--- config.mk ---
export PLATFORM = sky130hd
export DESIGN_NAME = vga_scan_ctrl
export DESIGN_NICKNAME = d
export VERILOG_FILES = /design/src/rtl/vga_scan_ctrl.sv
export SDC_FILE = /design/constraint.sdc
export NUM_CORES = 1
export LEC_CHECK = 0
export ABC_CLOCK_PERIOD_IN_PS = 2400
export CORE_MARGIN = 2
export CORE_UTILIZATION = 52
export CTS_CLUSTER_DIAMETER = 150
export DETAILED_ROUTE_END_ITERATION = 10
export PLACE_DENSITY = 0.89
export SKIP_CTS_REPAIR_TIMING = 1
export SYNTH_ARGS = -nofsm -noshare
export SYNTH_HDL_FRONTEND = slang
export SYNTH_SLANG_ARGS = --single-unit
--- constraint.sdc ---
create_clock -name clk_i -period 2.4 [get_ports clk_i]
set_clock_uncertainty 0.15 [all_clocks]
set_input_delay 0.48 -clock clk_i [delete_from_list [all_inputs] [get_ports clk_i]]
set_output_delay 0.48 -clock clk_i [all_outputs]
set_load 0.01 [all_outputs]
--- src/rtl/vga_scan_ctrl.sv ---
// vga_scan_ctrl: parametrised VGA scan engine.
// A pixel tick is derived from clk by CLK_DIV. Horizontal and vertical
// counters run from that tick. A two-tick pipeline issues framebuffer reads
// with a scale factor, absorbs the read latency, and muxes framebuffer data,
// border colour and blanking onto registered RGB/sync outputs.
// Optional build macro: CURSOR_OVERLAY_EN adds a crosshair cursor overlay.
module vga_scan_ctrl #(
    parameter int H_ACTIVE   = 640,
    parameter int H_FP       = 16,
    parameter int H_SYNC     = 96,
    parameter int H_BP       = 48,
    parameter int V_ACTIVE   = 480,
    parameter int V_FP       = 10,
    parameter int V_SYNC     = 2,
    parameter int V_BP       = 33,
    parameter int CLK_DIV    = 4,
    parameter int SCALE_LOG2 = 1,
    parameter int FB_W       = 256,
    parameter int FB_H       = 256,
    parameter int ADDR_W     = 16,
    parameter int PIX_W      = 12,
    parameter int RD_LAT     = 1,
    parameter bit SYNC_POL   = 1'b0
) (
    input  logic                clk_i,
    input  logic                rst_ni,
    input  logic                en_scan_i,
    input  logic [PIX_W-1:0]    border_rgb_i,
    input  logic [PIX_W-1:0]    fb_data_i,
`ifdef CURSOR_OVERLAY_EN
    input  logic [ADDR_W/2-1:0] cur_x_i,
    input  logic [ADDR_W/2-1:0] cur_y_i,
    input  logic [PIX_W-1:0]    cur_rgb_i,
    input  logic                cur_on_i,
`endif
    output logic [ADDR_W-1:0]   fb_addr_o,
    output logic                fb_rd_o,
    output logic [3:0]          vga_r_o,
    output logic [3:0]          vga_g_o,
    output logic [3:0]          vga_b_o,
    output logic                hsync_o,
    output logic                vsync_o,
    output logic                active_o,
    output logic                frame_start_o
);

    localparam int H_TOTAL      = H_ACTIVE + H_FP + H_SYNC + H_BP;
    localparam int V_TOTAL      = V_ACTIVE + V_FP + V_SYNC + V_BP;
    localparam int H_W          = $clog2(H_TOTAL);
    localparam int V_W          = $clog2(V_TOTAL);
    localparam int DIV_W        = $clog2(CLK_DIV);
    localparam int H_SYNC_START = H_ACTIVE + H_FP;
    localparam int H_SYNC_END   = H_SYNC_START + H_SYNC;
    localparam int V_SYNC_START = V_ACTIVE + V_FP;
    localparam int V_SYNC_END   = V_SYNC_START + V_SYNC;

    localparam logic [H_W-1:0]   H_LAST   = H_W'(H_TOTAL - 1);
    localparam logic [V_W-1:0]   V_LAST   = V_W'(V_TOTAL - 1);
    localparam logic [DIV_W-1:0] DIV_LAST = DIV_W'(CLK_DIV - 1);

    // Read data is sampled on the tick after the read strobe, so the read
    // must complete inside one pixel period.
    localparam bit CFG_OK = (CLK_DIV >= 2) && (RD_LAT < CLK_DIV);
    if (!CFG_OK) begin : g_bad_cfg
        $error("vga_scan_ctrl: need CLK_DIV >= 2 and RD_LAT < CLK_DIV");
    end

    // Timing state
    logic [DIV_W-1:0] div_q, div_d;
    logic [H_W-1:0]   h_q, h_d;
    logic [V_W-1:0]   v_q, v_d;
    logic             tick;

    // Stage 0 decode of the current scan position
    logic [H_W-1:0]    fx0;
    logic [V_W-1:0]    fy0;
    logic              vis0, in_fb0, hs0, vs0, fs0, hit0;
    logic [ADDR_W-1:0] addr0;

    // Stage 1 pipeline (travels with the outstanding read)
    logic             vis_q, in_fb_q, hs_q, vs_q, fs_q, hit_q;
    logic [PIX_W-1:0] cur_rgb_q;

    // Output registers
    logic [ADDR_W-1:0] fb_addr_q;
    logic              fb_rd_q;
    logic [PIX_W-1:0]  rgb_q, pix_sel;
    logic              hsync_q, vsync_q, active_q, frame_start_q;

    assign tick = en_scan_i && (div_q == DIV_LAST);

    // Next-state for the tick divider and raster counters.
    always_comb begin
        // NOTE: every always_comb output gets a default first so no path
        // leaves it unassigned and infers a latch.
        div_d = div_q;
        h_d   = h_q;
        v_d   = v_q;
        if (!en_scan_i) begin
            div_d = '0;
            h_d   = '0;
            v_d   = '0;
        end else if (tick) begin
            div_d = '0;
            if (h_q == H_LAST) begin
                h_d = '0;
                v_d = (v_q == V_LAST) ? '0 : v_q + V_W'(1);
            end else begin
                h_d = h_q + H_W'(1);
            end
        end else begin
            div_d = div_q + DIV_W'(1);
        end
    end

    // Register the divider and raster counters.
    always_ff @(posedge clk_i or negedge rst_ni) begin
        // NOTE: sequential state uses non-blocking assignment so every
        // register samples the pre-edge value of its inputs.
        if (!rst_ni) begin
            div_q <= '0;
            h_q   <= '0;
            v_q   <= '0;
        end else begin
            div_q <= div_d;
            h_q   <= h_d;
            v_q   <= v_d;
        end
    end

    // Classify the current position and form the scaled framebuffer address.
    always_comb begin
        fx0    = h_q >> SCALE_LOG2;
        fy0    = v_q >> SCALE_LOG2;
        vis0   = (32'(h_q) < H_ACTIVE) && (32'(v_q) < V_ACTIVE);
        in_fb0 = vis0 && (32'(fx0) < FB_W) && (32'(fy0) < FB_H);
        hs0    = (32'(h_q) >= H_SYNC_START) && (32'(h_q) < H_SYNC_END);
        vs0    = (32'(v_q) >= V_SYNC_START) && (32'(v_q) < V_SYNC_END);
        fs0    = (h_q == '0) && (v_q == '0);
        addr0  = ADDR_W'(32'(fy0) * 32'(FB_W) + 32'(fx0));
`ifdef CURSOR_OVERLAY_EN
        hit0   = cur_on_i && in_fb0 &&
                 ((32'(fx0) == 32'(cur_x_i)) || (32'(fy0) == 32'(cur_y_i)));
`else
        hit0   = 1'b0;
`endif
    end

    // Issue the framebuffer read and carry the pixel's attributes alongside it.
    always_ff @(posedge clk_i or negedge rst_ni) begin
        if (!rst_ni) begin
            fb_addr_q <= '0;
            fb_rd_q   <= 1'b0;
            vis_q     <= 1'b0;
            in_fb_q   <= 1'b0;
            hs_q      <= 1'b0;
            vs_q      <= 1'b0;
            fs_q      <= 1'b0;
            hit_q     <= 1'b0;
            cur_rgb_q <= '0;
        end else if (!en_scan_i) begin
            fb_addr_q <= '0;
            fb_rd_q   <= 1'b0;
            vis_q     <= 1'b0;
            in_fb_q   <= 1'b0;
            hs_q      <= 1'b0;
            vs_q      <= 1'b0;
            fs_q      <= 1'b0;
            hit_q     <= 1'b0;
            cur_rgb_q <= '0;
        end else if (tick) begin
            fb_rd_q <= in_fb0;
            if (in_fb0) begin
                fb_addr_q <= addr0;
            end
            vis_q   <= vis0;
            in_fb_q <= in_fb0;
            hs_q    <= hs0;
            vs_q    <= vs0;
            fs_q    <= fs0;
            hit_q   <= hit0;
`ifdef CURSOR_OVERLAY_EN
            cur_rgb_q <= cur_rgb_i;
`else
            cur_rgb_q <= '0;
`endif
        end else begin
            fb_rd_q <= 1'b0;
        end
    end

    // Pick the colour for the pixel whose read has just completed.
    always_comb begin
        pix_sel = '0;
        if (vis_q) begin
            if (!in_fb_q) begin
                pix_sel = border_rgb_i;
            end else if (hit_q) begin
                pix_sel = cur_rgb_q;
            end else begin
                pix_sel = fb_data_i;
            end
        end
    end

    // Load the output registers once per tick; idle while scanning is off.
    always_ff @(posedge clk_i or negedge rst_ni) begin
        if (!rst_ni) begin
            rgb_q         <= '0;
            hsync_q       <= ~SYNC_POL;
            vsync_q       <= ~SYNC_POL;
            active_q      <= 1'b0;
            frame_start_q <= 1'b0;
        end else if (!en_scan_i) begin
            rgb_q         <= '0;
            hsync_q       <= ~SYNC_POL;
            vsync_q       <= ~SYNC_POL;
            active_q      <= 1'b0;
            frame_start_q <= 1'b0;
        end else begin
            frame_start_q <= 1'b0;
            if (tick) begin
                rgb_q         <= pix_sel;
                hsync_q       <= hs_q ? SYNC_POL : ~SYNC_POL;
                vsync_q       <= vs_q ? SYNC_POL : ~SYNC_POL;
                active_q      <= vis_q;
                frame_start_q <= fs_q;
            end
        end
    end

    assign fb_addr_o     = fb_addr_q;
    assign fb_rd_o       = fb_rd_q;
    assign vga_r_o       = rgb_q[PIX_W-1 -: 4];
    assign vga_g_o       = rgb_q[PIX_W-5 -: 4];
    assign vga_b_o       = rgb_q[PIX_W-9 -: 4];
    assign hsync_o       = hsync_q;
    assign vsync_o       = vsync_q;
    assign active_o      = active_q;
    assign frame_start_o = frame_start_q;

endmodule

==> impl_results.md, run 1 <==
* Total via count in the routed design at 2,466
* Delay contributed by the slowest stage of the critical path at 0.53 ns
* Die boundary width at 80.6 um
* Nets at 380
* Minimum clock period at 2.03 ns
* Placed insts at 407
* Number of CTS-inserted buffers at 9
* Part of the total power dissipated in sequential elements at 0.512
* Post-DP Area at 0.00363 sq mm
* Critical path data arrival time at 1.40 ns
* Master cell of the clock root buffer: clkbuf_8
* Post-Route Hold Slack at -0.0435 ns
* Slowest CP cell: dfstp_2
* Global-route total usage across every layer at 0.235
* Global-route wire length before repair at 11.4 mm
* Unrepaired setup endpoints after global routing: no
* Synthesized netlist net count at 326
* Crit path launch type: register
* Critical Path Sink Type: output port
* Number of diodes at 0
* Initial DRT Pass Iterations at 4
* Leftover overflow at the end of global routing at 0
* Routed wirelength normalized by instance count at 16.4 um
* Combinational group share of total power at 0.078
* Warnings from Yosys at 0
* Clock H-tree levels at 3
* Residual DRC at 0
* TritonCTS clock tree: done
* Post-layout utilization of the core at 0.685
* Non-filler instance count after layout at 423
* Final number of hold-violating endpoints at 21
* Post-synth EDFFs at 0
* Number of violations of the max-capacitance limit at 0
* Clk sinks at 60
* Die height at 80.6 um
* Synthesized flop and latch total at 60
* Outcome: finished with violations
* Starting DRC count in detailed routing at 173
* Switching share of total power at 0.229
* IO Count at 60
* Highest attainable clock frequency at 493 MHz
* Total non-filler cell area in the finished layout at 0.00382 sq mm
* Number of library cell types mapped by synthesis at 53
* Most used cells in the layout excluding fill and tap cells: dfrtp_1, clkdlybuf4s50_1, nand2_1
* Worst slew margin relative to its limit at 0.568
* Average cell area after synthesis at 10.4 sq um
* Critical Path Fanout Max at 2
* Number of antenna violations at the first check in global routing at 0
* Clock slew at reported path FFs at 0.06 ns
* Buffers plus inverters on the worst setup path at 1
* Die footprint at 0.00649 sq mm
* Portion of synthesized cell area occupied by the leading cell type at 0.476
* Rows at 27
* Dominant cells by area after synthesis: dfrtp_1, nand2_1, mux2i_1
* Clock latency reported for the late side of the worst-skew pair at 0.34 ns
* Switching power at 0.463 mW
* Int Power at 1.56 mW
* Fraction of final layout cells with drive strength greater than 1 at 0.114
* Final estimated routing congestion in global placement at 0.876
* Violated checks: negative hold slack
* Final-layout setup total negative slack at 0 ns
* Count of final setup violators at 0
* Overall routed net length at 6.93 mm
* Area inside the core boundary at 0.00557 sq mm
* Worst endpoint required time at 1.77 ns
* Most frequently used flop master after synthesis: dfrtp_1
* Pwr per Cell Area at 529 mW/mm^2
* Synthesized instance count at 292
* Top Family by Delay on Critical Path: flip-flops
* CP cell instances: clkdlybuf4s50_1
* Final HPWL from detailed placement at 4.89 mm
* Sequential fraction of the synthesis area at 0.493
* Largest net degree at the start of global routing at 40
* Pre-CTS worst setup slack at 0.159 ns
* Part of the total power dissipated in the clock network at 0.410
* Worst-margin pin slew at 0.648 ns
* Total power at 2.02 mW
* Mean number of vias per cell at 5.83
* P&R area growth vs syn at 25.2%
* Number of buffers between clock root and the deepest sink at 2
* # port buffers at 59
* Final ANT Viol Nets at 0
* Fraction of registers with async set/reset at 1.00
* Initial core utilization at 0.547
* Period utilisation layout at 0.845
* Crit Path Class: reg2out
* Pleak at 1.63 nW
* Worst supply voltage drop on vdd at 0.391 mV
* Biggest area consumer among synthesized cells: dfrtp_1
* Worst min path class: in2async
* Worst Setup Slack, final at 0.372 ns
* Number of global-route vias before repair at 2,362
* Area of the mapped netlist at 0.00305 sq mm
* Final Slew Violations at 0
sequential cells by signal (all words and copies together) (netlist names):
register / flops
active_o: 1
div_q: 2
fb_addr_o: 16
fb_rd_o: 1
frame_start_o: 1
fs_q: 1
h_q: 10
hs_q: 1
hsync_o: 1
in_fb_q: 1
rgb_q: 12
v_q: 10
vis_q: 1
vs_q: 1
vsync_o: 1
synth_stat cells (3+ instances only):
library cell,count
clkbuf_1,3
xnor2_1,7
a22o_1,13
a32oi_1,3
nand3b_1,3
nand4_1,3
a21oi_1,6
buf_6,4
o31ai_1,5
buf_4,4
nor4_1,3
buf_2,9
nand2b_1,4
nor2_1,15
a31oi_1,12
o21ai_0,20
dfrtp_1,58
nor3_1,6
and4b_1,3
ha_1,7
nand3_1,13
and2_1,3
inv_1,5
xor2_1,4
nand2_1,35
mux2i_1,12
path summary, 6_finish.rpt:
path                          start           end  slack, ns  depth (start not counted)
max in group asynchronous    rst_ni       hsync_o       1.51                          2
min in group clk_i         div_q[0]      div_q[0]       0.30                          1
hold / removal               rst_ni  fb_addr_o[8]      -0.04                          1
setup / recovery            hsync_o       hsync_o       0.37                          1
hold reg to reg            div_q[0]      div_q[0]       0.30                          1
setup reg to reg             h_q[1]        v_q[9]       0.42                          5
layer usage:
metal  part of all wire  vias to the layer above  global-route usage
li1                   -                     1161                   -
met1               0.43                     1191               0.317
met2               0.47                      102               0.358
met3              0.077                       12              0.0472
met4              0.018                        0               0.119
met5                  0                        -                   0
cells by family after synthesis:
kind of cell | share of synthesized area
adder cells (fa/ha/maj) | 0.0287
buffers and inverters | 0.0595
XOR/XNOR | 0.0316
flip-flops | 0.493
AO/OA/AOI/OAI | 0.160
multiplexers | 0.0431
AND/OR/NAND/NOR | 0.184
cell type report:
cell class	count	area [sq um]
Clock buffer	14	173
Clock inverter	2	10.0
Fill cell	399	1760
Inverter	5	18.8
Multi-Input combinational cell	203	1360
Sequential cell	60	1500
Tap cell	72	90.1
Timing Repair Buffer	67	658
power by group through the flow:
stage / clock network (mW) / logic, mW / registers (mW)
final: 0.828 / 0.157 / 1.03
after global routing: 0.883 / 0.173 / 1.04
after CTS: 0.845 / 0.158 / 1.03
after detailed placement: 0 / 0.158 / 1.05
after global placement: 0 / 0.155 / 1.05
after floorplan: 0 / 0.0722 / 1.05
No activity file was read; power rests on OpenSTA's default activity.
==> run 2: changes to the inputs <==
--- a/config.mk
+++ b/config.mk
@@ -5,7 +5,7 @@
 export SDC_FILE = /design/constraint.sdc
 export NUM_CORES = 1
 export LEC_CHECK = 0
-export ABC_CLOCK_PERIOD_IN_PS = 2400
+export ABC_CLOCK_PERIOD_IN_PS = 2000
 export CORE_MARGIN = 2
 export CORE_UTILIZATION = 52
 export CTS_CLUSTER_DIAMETER = 150
==> constraint.sdc (replaced) <==
create_clock -name clk_i -period 2 [get_ports clk_i]
set_clock_uncertainty 0.15 [all_clocks]
set_input_delay 0.4 -clock clk_i [delete_from_list [all_inputs] [get_ports clk_i]]
set_output_delay 0.4 -clock clk_i [all_outputs]
set_load 0.01 [all_outputs]
==> run 2 against run 1 <==
The flow now finishes without violations. Design area up 4.8%. Final cell count up 4.5%. Non-clock buffer count is 19 higher. Clock power rose by 34%. Utilization rose by 3.3 points. Via count is 5.8% higher. Critical path depth unchanged. Count of clock-buffer cells in the layout decreased by 2. Setup slack lost 0.32 ns. Flip-flop and latch count did not move. Highest routed layer unchanged.
==> impl_results.md, run 2 (same netlist as run 1, synthesis figures left out) <==
* Outcome: finished clean
* Residual DRC at 0
* Crit path launch type: register
* Minimum clock period at 1.95 ns
* Crit Path Class: reg2out
* Critical path depth in cells at 1
* Delay contributed by the slowest stage of the critical path at 0.53 ns
* TritonCTS clock tree: done
* Most common cell after layout, fill and taps aside: dfrtp_1
* Master cell of the clock root buffer: clkbuf_8
* Largest net degree at the start of global routing at 22
* FF-to-FF End: v_q[9]
* P&R area growth vs syn at 31.2%
* Rows at 27
* Area inside the core boundary at 0.00557 sq mm
* Number of CTS-inserted buffers at 9
* Placed insts at 425
* Worst slew margin relative to its limit at 0.562
* Worst supply voltage drop on vdd at 0.571 mV
* Number of diodes at 0
* Top Family by Delay on Critical Path: flip-flops
* Final estimated routing congestion in global placement at 0.885
* Number of antenna violations at the first check in global routing at 0
* Number of violations of the max-capacitance limit at 0
* Clock H-tree levels at 3
* Starting DRC count in detailed routing at 261
* Die boundary width at 80.6 um
* # port buffers at 59
* Fraction of final layout cells with drive strength greater than 1 at 0.162
* Clock slew at reported path FFs at 0.07 ns
* Die footprint at 0.00649 sq mm
* Worst endpoint required time at 1.45 ns
* Initial core utilization at 0.547
* Unrepaired setup endpoints after global routing: no
* Post-DP Area at 0.00378 sq mm
* Post-Route Hold Slack at 0.290 ns
* Critical Path Fanout Max at 2
* Leftover overflow at the end of global routing at 0
* Clock latency reported for the late side of the worst-skew pair at 0.34 ns
* Global-route wire length before repair at 12.8 mm
* Non-filler instance count after layout at 442
* Slowest CP cell: dfstp_2
* Clk sinks at 60
* Pleak at 1.73 nW
* Final Slew Violations at 0
* Reg-to-reg startpoint: h_q[1]
* Pwr per Cell Area at 642 mW/mm^2
* Number of buffers between clock root and the deepest sink at 2
* Highest attainable clock frequency at 512 MHz
* Nets at 399
* Critical Path Sink Type: output port
* Overall routed net length at 7.81 mm
* First element of the critical path: vsync_o
* Final HPWL from detailed placement at 5.63 mm
* CP cell instances: clkdlybuf4s50_1
* Total via count in the routed design at 2,609
* Initial DRT Pass Iterations at 5
* Total non-filler cell area in the finished layout at 0.00400 sq mm
* Buffers plus inverters on the worst setup path at 1
* Final number of hold-violating endpoints at 0
* Global-route total usage across every layer at 0.261
* Cell depth of the worst flop-to-flop path at 6
* Most used cells in the layout excluding fill and tap cells: dfrtp_1, clkdlybuf4s50_1, nand2_1
* Flop2flop setup slack at 0.08 ns
* Final ANT Viol Nets at 0
* Count of final setup violators at 0
* Worst-margin pin slew at 0.656 ns
* Worst min path class: reg2reg
* IO Count at 60
* Mean number of vias per cell at 5.90
* Number of global-route vias before repair at 2,548
* Total power at 2.57 mW
* Critical path data arrival time at 1.40 ns
* Die height at 80.6 um
* Critical Path Sink: vsync_o
* Hold path cells at 1
* Routed wirelength normalized by instance count at 17.7 um
* Max FFs per register at 16
* Period utilisation layout at 0.976
[run 2: routing by layer]
| metal | track usage | up-vias | share of wire |
|---|---|---|---|
| met3 | 0.0719 | 20 | 0.079 |
| li1 | - | 1197 | - |
| met5 | 0 | - | 0 |
| met2 | 0.415 | 120 | 0.48 |
| met4 | 0.117 | 0 | 0.025 |
| met1 | 0.333 | 1272 | 0.42 |
[run 2: worst min path at each step]
stage,startpoint,endpoint
floorplan,rst_ni,active_o
global placement,rst_ni,fb_addr_o[15]
detailed placement,rst_ni,fb_addr_o[15]
CTS,rst_ni,fb_addr_o[15]
global route,div_q[0],div_q[0]
finish,div_q[0],div_q[0]
[run 2: layout make-up]
| cell class | instances | area (sq um) |
|---|---|---|
| clock buffer | 12 | 155 |
| clock inverter | 4 | 47.5 |
| fill | 394 | 1580 |
| inverter | 5 | 18.8 |
| multi-input combinational | 203 | 1360 |
| sequential | 60 | 1500 |
| tap | 72 | 90.1 |
| timing repair buffer | 86 | 818 |
[run 2: metrics by stage]
| step | setup TNS (ns) | setup slack [ns] | utilization |
|---|---|---|---|
| global route | 0 | 0.00414 | 0.717 |
| CTS | 0 | 0.00945 | 0.715 |
| global placement | -0.00241 | -0.00241 | 0.678 |
| detailed placement | -0.111 | -0.0376 | 0.678 |
| floorplan | 0 | 0.317 | - |
| finish | 0 | 0.0473 | 0.717 |
[run 2: power breakdown]
part	switching [mW]	internal, mW
Clock	0.466	0.639
Sequential	0.0146	1.23
Combinational	0.107	0.112
Total	0.588	1.98
